==> src/rtl/alct_pkg.sv <==
// Shared constants and FSM encoding for the chamber input stage.
// The mask length is derived from the chamber geometry and is not a free parameter.
package alct_pkg;

    localparam int NW    = 64;
    localparam int NL    = 6;
    localparam int MBITS = NW * NL;
    localparam int CW    = 9;

    localparam logic [CW-1:0] CNT_ZERO = 9'd0;
    localparam logic [CW-1:0] CNT_FULL = 9'd384;
    localparam logic [CW-1:0] CNT_OVR  = 9'd385;

    typedef enum logic [1:0] {
        ST_IDLE = 2'd0,
        ST_LOAD = 2'd1,
        ST_DONE = 2'd2
    } ld_state_t;

    // Counter step that parks at MBITS+1 so an overrun stays recognisable.
    function automatic logic [CW-1:0] cnt_inc(input logic [CW-1:0] c);
        logic [CW-1:0] r;
        if (c >= CNT_OVR) begin
            r = CNT_OVR;
        end else begin
            r = c + 9'd1;
        end
        return r;
    endfunction

endpackage

==> src/rtl/hcm_loader.sv <==
// Serial mask loader: staging shift register, bit counter, IDLE/LOAD/DONE FSM and
// sticky error flag. commit_ok is high in the cycle a valid commit is accepted.
module hcm_loader
    import alct_pkg::*;
(
    input  logic             clk,
    input  logic             rst_n,
    input  logic             sdi,
    input  logic             shift,
    input  logic             commit,
    input  logic             err_clr,
    output logic [MBITS-1:0] staging,
    output logic             commit_ok,
    output logic             busy,
    output logic             err,
    output logic             sdo
);

    ld_state_t        state_r;
    ld_state_t        state_nxt_s;
    logic [CW-1:0]    count_r;
    logic [CW-1:0]    count_nxt_s;
    logic [CW-1:0]    count_inc_s;
    logic [MBITS-1:0] staging_r;
    logic [MBITS-1:0] staging_nxt_s;
    logic             err_r;
    logic             err_set_s;
    logic             commit_ok_s;

    // Next-state decode; a commit always wins over a shift in the same cycle.
    always_comb begin
        state_nxt_s   = state_r;
        count_nxt_s   = count_r;
        staging_nxt_s = staging_r;
        err_set_s     = 1'b0;
        commit_ok_s   = 1'b0;
        count_inc_s   = cnt_inc(count_r);
        if (commit) begin
            count_nxt_s = CNT_ZERO;
            state_nxt_s = ST_IDLE;
            case (state_r)
                ST_DONE: commit_ok_s = 1'b1;
                ST_IDLE: err_set_s   = 1'b1;
                ST_LOAD: err_set_s   = 1'b1;
                default: err_set_s   = 1'b1;
            endcase
        end else if (shift) begin
            staging_nxt_s = {sdi, staging_r[MBITS-1:1]};
            count_nxt_s   = count_inc_s;
            if (count_inc_s == CNT_FULL) begin
                state_nxt_s = ST_DONE;
            end else begin
                state_nxt_s = ST_LOAD;
            end
        end else begin
            state_nxt_s = state_r;
        end
    end

    // Loader state registers with synchronous active-low reset.
    always_ff @(posedge clk) begin
        if (!rst_n) begin
            state_r   <= ST_IDLE;
            count_r   <= CNT_ZERO;
            staging_r <= {MBITS{1'b1}};
            err_r     <= 1'b0;
        end else begin
            state_r   <= state_nxt_s;
            count_r   <= count_nxt_s;
            staging_r <= staging_nxt_s;
            if (err_set_s) begin
                err_r <= 1'b1;
            end else if (err_clr) begin
                err_r <= 1'b0;
            end else begin
                err_r <= err_r;
            end
        end
    end

    assign staging   = staging_r;
    assign commit_ok = commit_ok_s;
    assign busy      = (state_r != ST_IDLE);
    assign err       = err_r;
    assign sdo       = staging_r[0];

endmodule

==> src/rtl/hot_chan_mask.sv <==
// Registers raw anode hits and gates each wire with its hot-channel mask bit.
// The active mask is replaced atomically from the loader's staging bus on commit.
module hot_chan_mask
    import alct_pkg::*;
(
    input  logic          clk,
    input  logic          rst_n,
    input  logic [NW-1:0] ly0,
    input  logic [NW-1:0] ly1,
    input  logic [NW-1:0] ly2,
    input  logic [NW-1:0] ly3,
    input  logic [NW-1:0] ly4,
    input  logic [NW-1:0] ly5,
    output logic [NW-1:0] lym0,
    output logic [NW-1:0] lym1,
    output logic [NW-1:0] lym2,
    output logic [NW-1:0] lym3,
    output logic [NW-1:0] lym4,
    output logic [NW-1:0] lym5,
    input  logic          mask_sdi,
    input  logic          mask_shift,
    input  logic          mask_commit,
    output logic          mask_sdo,
    output logic          mask_busy,
    output logic          mask_err,
    input  logic          err_clr
);

    logic [MBITS-1:0] staging_s;
    logic             commit_ok_s;
    logic [MBITS-1:0] active_r;
    logic [MBITS-1:0] lym_r;
    logic [MBITS-1:0] ly_s;

    assign ly_s = {ly5, ly4, ly3, ly2, ly1, ly0};

    hcm_loader u_loader (
        .clk       (clk),
        .rst_n     (rst_n),
        .sdi       (mask_sdi),
        .shift     (mask_shift),
        .commit    (mask_commit),
        .err_clr   (err_clr),
        .staging   (staging_s),
        .commit_ok (commit_ok_s),
        .busy      (mask_busy),
        .err       (mask_err),
        .sdo       (mask_sdo)
    );

    // Active mask and masked hit register; the new mask gates hits from the next edge.
    always_ff @(posedge clk) begin
        if (!rst_n) begin
            active_r <= {MBITS{1'b1}};
            lym_r    <= {MBITS{1'b0}};
        end else begin
            if (commit_ok_s) begin
                active_r <= staging_s;
            end else begin
                active_r <= active_r;
            end
            lym_r <= ly_s & active_r;
        end
    end

    assign lym0 = lym_r[0*NW +: NW];
    assign lym1 = lym_r[1*NW +: NW];
    assign lym2 = lym_r[2*NW +: NW];
    assign lym3 = lym_r[3*NW +: NW];
    assign lym4 = lym_r[4*NW +: NW];
    assign lym5 = lym_r[5*NW +: NW];

endmodule
==> config.mk <==
export PLATFORM = sky130hd
export DESIGN_NAME = hot_chan_mask
export DESIGN_NICKNAME = d
export VERILOG_FILES = /design/src/rtl/alct_pkg.sv /design/src/rtl/hcm_loader.sv /design/src/rtl/hot_chan_mask.sv
export SDC_FILE = /design/constraint.sdc
export NUM_CORES = 2
export LEC_CHECK = 0
export ABC_AREA = 0
export CORE_AREA = 4 4 303 305
export CTS_BUF_LIST = sky130_fd_sc_hd__clkbuf_2 sky130_fd_sc_hd__clkbuf_4 sky130_fd_sc_hd__clkbuf_8
export DETAILED_ROUTE_END_ITERATION = 10
export DIE_AREA = 0 0 307 309
export PLACE_DENSITY = 0.67
export SLEW_MARGIN = 20
export SYNTH_ARGS = -nofsm -noshare
export SYNTH_HDL_FRONTEND = slang
export SYNTH_SLANG_ARGS = --single-unit
==> constraint.sdc <==
create_clock -name clk -period 1.6 [get_ports clk]
set_clock_uncertainty 0.05 [all_clocks]
set_input_delay 0.32 -clock clk [delete_from_list [all_inputs] [get_ports clk]]
set_output_delay 0.32 -clock clk [all_outputs]
set_load 0.01 [all_outputs]
==> impl_metrics.csv <==
group,metric,value,unit
setup_path,cp_num_buf_inv,5,
timing,slew_headroom,65.12,%
synthesis,syn_inst,4225,
timing,setup_viol,771,
route,vias,33340,
synthesis,netlist.area_leader.share,62.88,%
grt,antenna_found_initial,5,
timing,fmax,505.8,MHz
route,wire_per_inst,17.27,um
grt,first_global_vias,31990,
layout,layout.area.seq,0.02363,mm^2
pwr,ir_drop,0.8278,mV
route,firstDrtPassIters,8,
setup_path,slowest_stage,"nor3b_4",
setup_path,cp-end-kind,"flop",
job,drv_cap,0,
layout,n_fill_cell,7148,
clock_tree,cts_tree,"built",
setup_path,path_cells,"buf_4 > buf_6 > nor3b_4 > buf_4 > clkbuf_16 > buf_12 > nand2_1 > nand3_1",
timing,worst_slew_pin_slew,0.5226,ns
layout,syn2layout_area_growth,50.83,%
synthesis,synth_area_leaders,"dfxtp_1 63%, nand2_1 16%, nand3_1 10%, and3_1 6.5%, buf_2 1.8%",
timing,rsz0062_at_grt,"yes",
synthesis,yosysWarningCount,0,
synthesis,syn-cell-area,0.03706,mm^2
die,ios,777,
status,failed_checks,"setup timing",
synthesis,synthDistinctLibCells,37,
synthesis,yosysSeqAreaShare,62.88,%
die,dieArea,0.09486,mm^2
die,die_x,307,um
synthesis,ys_ff_latch,1164,
die,initial_utilization,41.49,%
setup_path,crit_fanout,25,
clock_tree,clk_latency,0.85,ns
place,dp.final_hpwl,73.93,mm
route,via_per_inst,4.921,
pwr,leakagePower,0.02702,uW
die,core_area,0.08932,mm^2
route,wirelength,117.0,mm
grt,grt_pass1_wl,172.6,mm
setup_path,crit_top_cell,"buf_4",
layout,final_area,0.05590,mm^2
timing,finalMaxSlewViolations,0,
clock_tree,clk_pin_slew,0.06,ns
place,portBuffers,776,
setup_path,setup.worst_path.class,"reg2reg",
setup_path,cp.required,2.31,ns
clock_tree,cts_buffers,185,
worst_hold_path,min_path_type,"in2reg",
die,rows,110,
clock_tree,cts_root_buf,"clkbuf_8",
synthesis,syn_nets,4617,
grt,track_usage,22.39,%
clock_tree,clock-sinks,1164,
clock_tree,cts_max_level,4,
synthesis,synth-edff-count,0,
place,place_area,0.04689,mm^2
setup_path,critPathArrivalTime,2.69,ns
timing,worst_slack,-0.3772,ns
timing,hold_viol_final,0,
die,die_h,309,um
route,drt-initial-drc-count,2288,
route,antenna_left,0,
layout,multi_input_area,0.01306,mm^2
layout,drive_gt1_share,23.15,%
synthesis,yosys.area.top_type,"dfxtp_1",
route,drc_errors,0,
grt,grt_max_degree,128,
place,pre_cts_ws,-0.3207,ns
clock_tree,clockBufferDepth,3,
synthesis,synth_flop_cell,"dfxtp_1",
pwr,powerDensity,1137,mW/mm^2
grt,grt_overflow_total,0,
synthesis,synthArstFlopShare,0,%
status,status,"finished with violations",
timing,fin_crit_sh,123.6,%
setup_path,start_kind,"flop",
timing,finalCriticalPeriod,1.977,ns
setup_path,max_stage_delay,0.47,ns
setup_path,crit_family,"buffers and inverters",
place,place_congestion,0.8113,
layout,finalNetCount,5840,
synthesis,synth_area_per_cell,8.772,um^2
registers in the layout, indices dropped and copies added, names as in the netlist:
register          flops
u_loader.count_r      9
u_loader.staging    384
u_loader.err          1
lym_r               384
active_r            384
u_loader.state_r      2
metal layers:
layer  up-vias  GRT usage (%)  wire length (um)
met2      1026          39.14             58770
met1     15810          27.15             48150
li1      16280              -                 -
met5         -              0                 0
met3       216          5.477              6979
met4         0          7.521              3074
final timing paths:
path | start | endpoint | slack [ns] | depth (start not counted)
worst max register to register | u_loader.state_r[0] | active_r[76] | -0.38 | 8
worst min register to register | active_r[12] | active_r[12] | 0.41 | 2
worst max-delay path | u_loader.state_r[0] | active_r[76] | -0.38 | 8
worst min-delay path | ly1[55] | lym_r[119] | 0.09 | 2
area by class of cell:
type,count,share of cell area [%]
multi-input combinational,2754,23.37
timing repair buffer,1337,24.46
sequential,1164,42.27
antenna,5,0.02238
tap,1176,2.632
inverter,6,0.04029
clock inverter,27,0.4835
clock buffer,306,6.728
through the flow:
| step | power, uW | instances | setup TNS [ns] | util (%) | hold WS, ns |
|---|---|---|---|---|---|
| 2_1_floorplan | 33330 | 4225 | 0 | - | 0.3806 |
| 3_3_place_gp | 36160 | 6045 | -157.47 | 52.50 | 0.3925 |
| 3_5_place_dp | 36240 | 6045 | -167.50 | 52.50 | 0.3960 |
| 4_1_cts | 63590 | 6732 | -53.86 | 59.84 | 0.0003920 |
| 5_1_grt | 66030 | 6774 | -178.35 | 62.58 | 0.008921 |
| 6_report | 63560 | 6775 | -113.40 | 62.58 | 0.08510 |
Yosys cell counts (2+ instances only):
| cell | n |
|---|---|
| nand2_1 | 1541 |
| inv_2 | 2 |
| dfxtp_1 | 1164 |
| o21a_1 | 2 |
| a22o_1 | 4 |
| nand3_1 | 770 |
| nor2_1 | 13 |
| o31ai_1 | 5 |
| inv_1 | 4 |
| buf_2 | 130 |
| o21ai_0 | 4 |
| buf_1 | 19 |
| ha_1 | 2 |
| and3_1 | 386 |
| nand2b_1 | 4 |
| nor3_1 | 3 |
| clkbuf_1 | 151 |
| nand4_1 | 2 |
report_power, final:
group / switching [uW] / total [uW] / internal (uW)
Sequential: 777 / 31000 / 30200
Clock: 11700 / 27000 / 15300
Combinational: 2340 / 5520 / 3180
Total: 14800 / 63600 / 48700
placed cells by master, fill, tap and decap left out, drive strengths merged, types with 5 or more instances in the layout:
| master | instances |
|---|---|
| dlygate4sd3 | 352 |
| nand3 | 770 |
| clkinv | 12 |
| clkbuf | 326 |
| o31ai | 5 |
| and3 | 386 |
| diode | 5 |
| clkdlybuf4s50 | 388 |
| buf | 577 |
| dfxtp | 1164 |
| clkinvlp | 5 |
| nand2 | 1541 |
| inv | 13 |
| nor2 | 13 |
what timing repair did:
| item | CTS | global route |
|---|---|---|
| gates resized for setup | 1798 | 458 |
| setup endpoints to repair | 392 | 480 |
| setup buffers | 2 | 15 |
| gates cloned | 0 | 23 |
| hold buffers | 352 | 0 |
| pin swaps | 0 | 50 |
| endpoints found under the hold margin | 659 | 0 |
logic make-up (layout without fill, tap and decap cells):
family | after synthesis | in the layout | share of synthesized area (%)
simple gates | 2728 | 2728 | 33.00
fa+ha+maj | 2 | 2 | 0.06751
xor+xnor | 1 | 1 | 0.02364
mux | 1 | 1 | 0.02701
buf+inv | 307 | 1676 | 3.558
compound gates | 22 | 22 | 0.4423
other cells | 0 | 5 | 0
flops | 1164 | 1164 | 62.88
No activity file was read; power rests on OpenSTA's default activity.
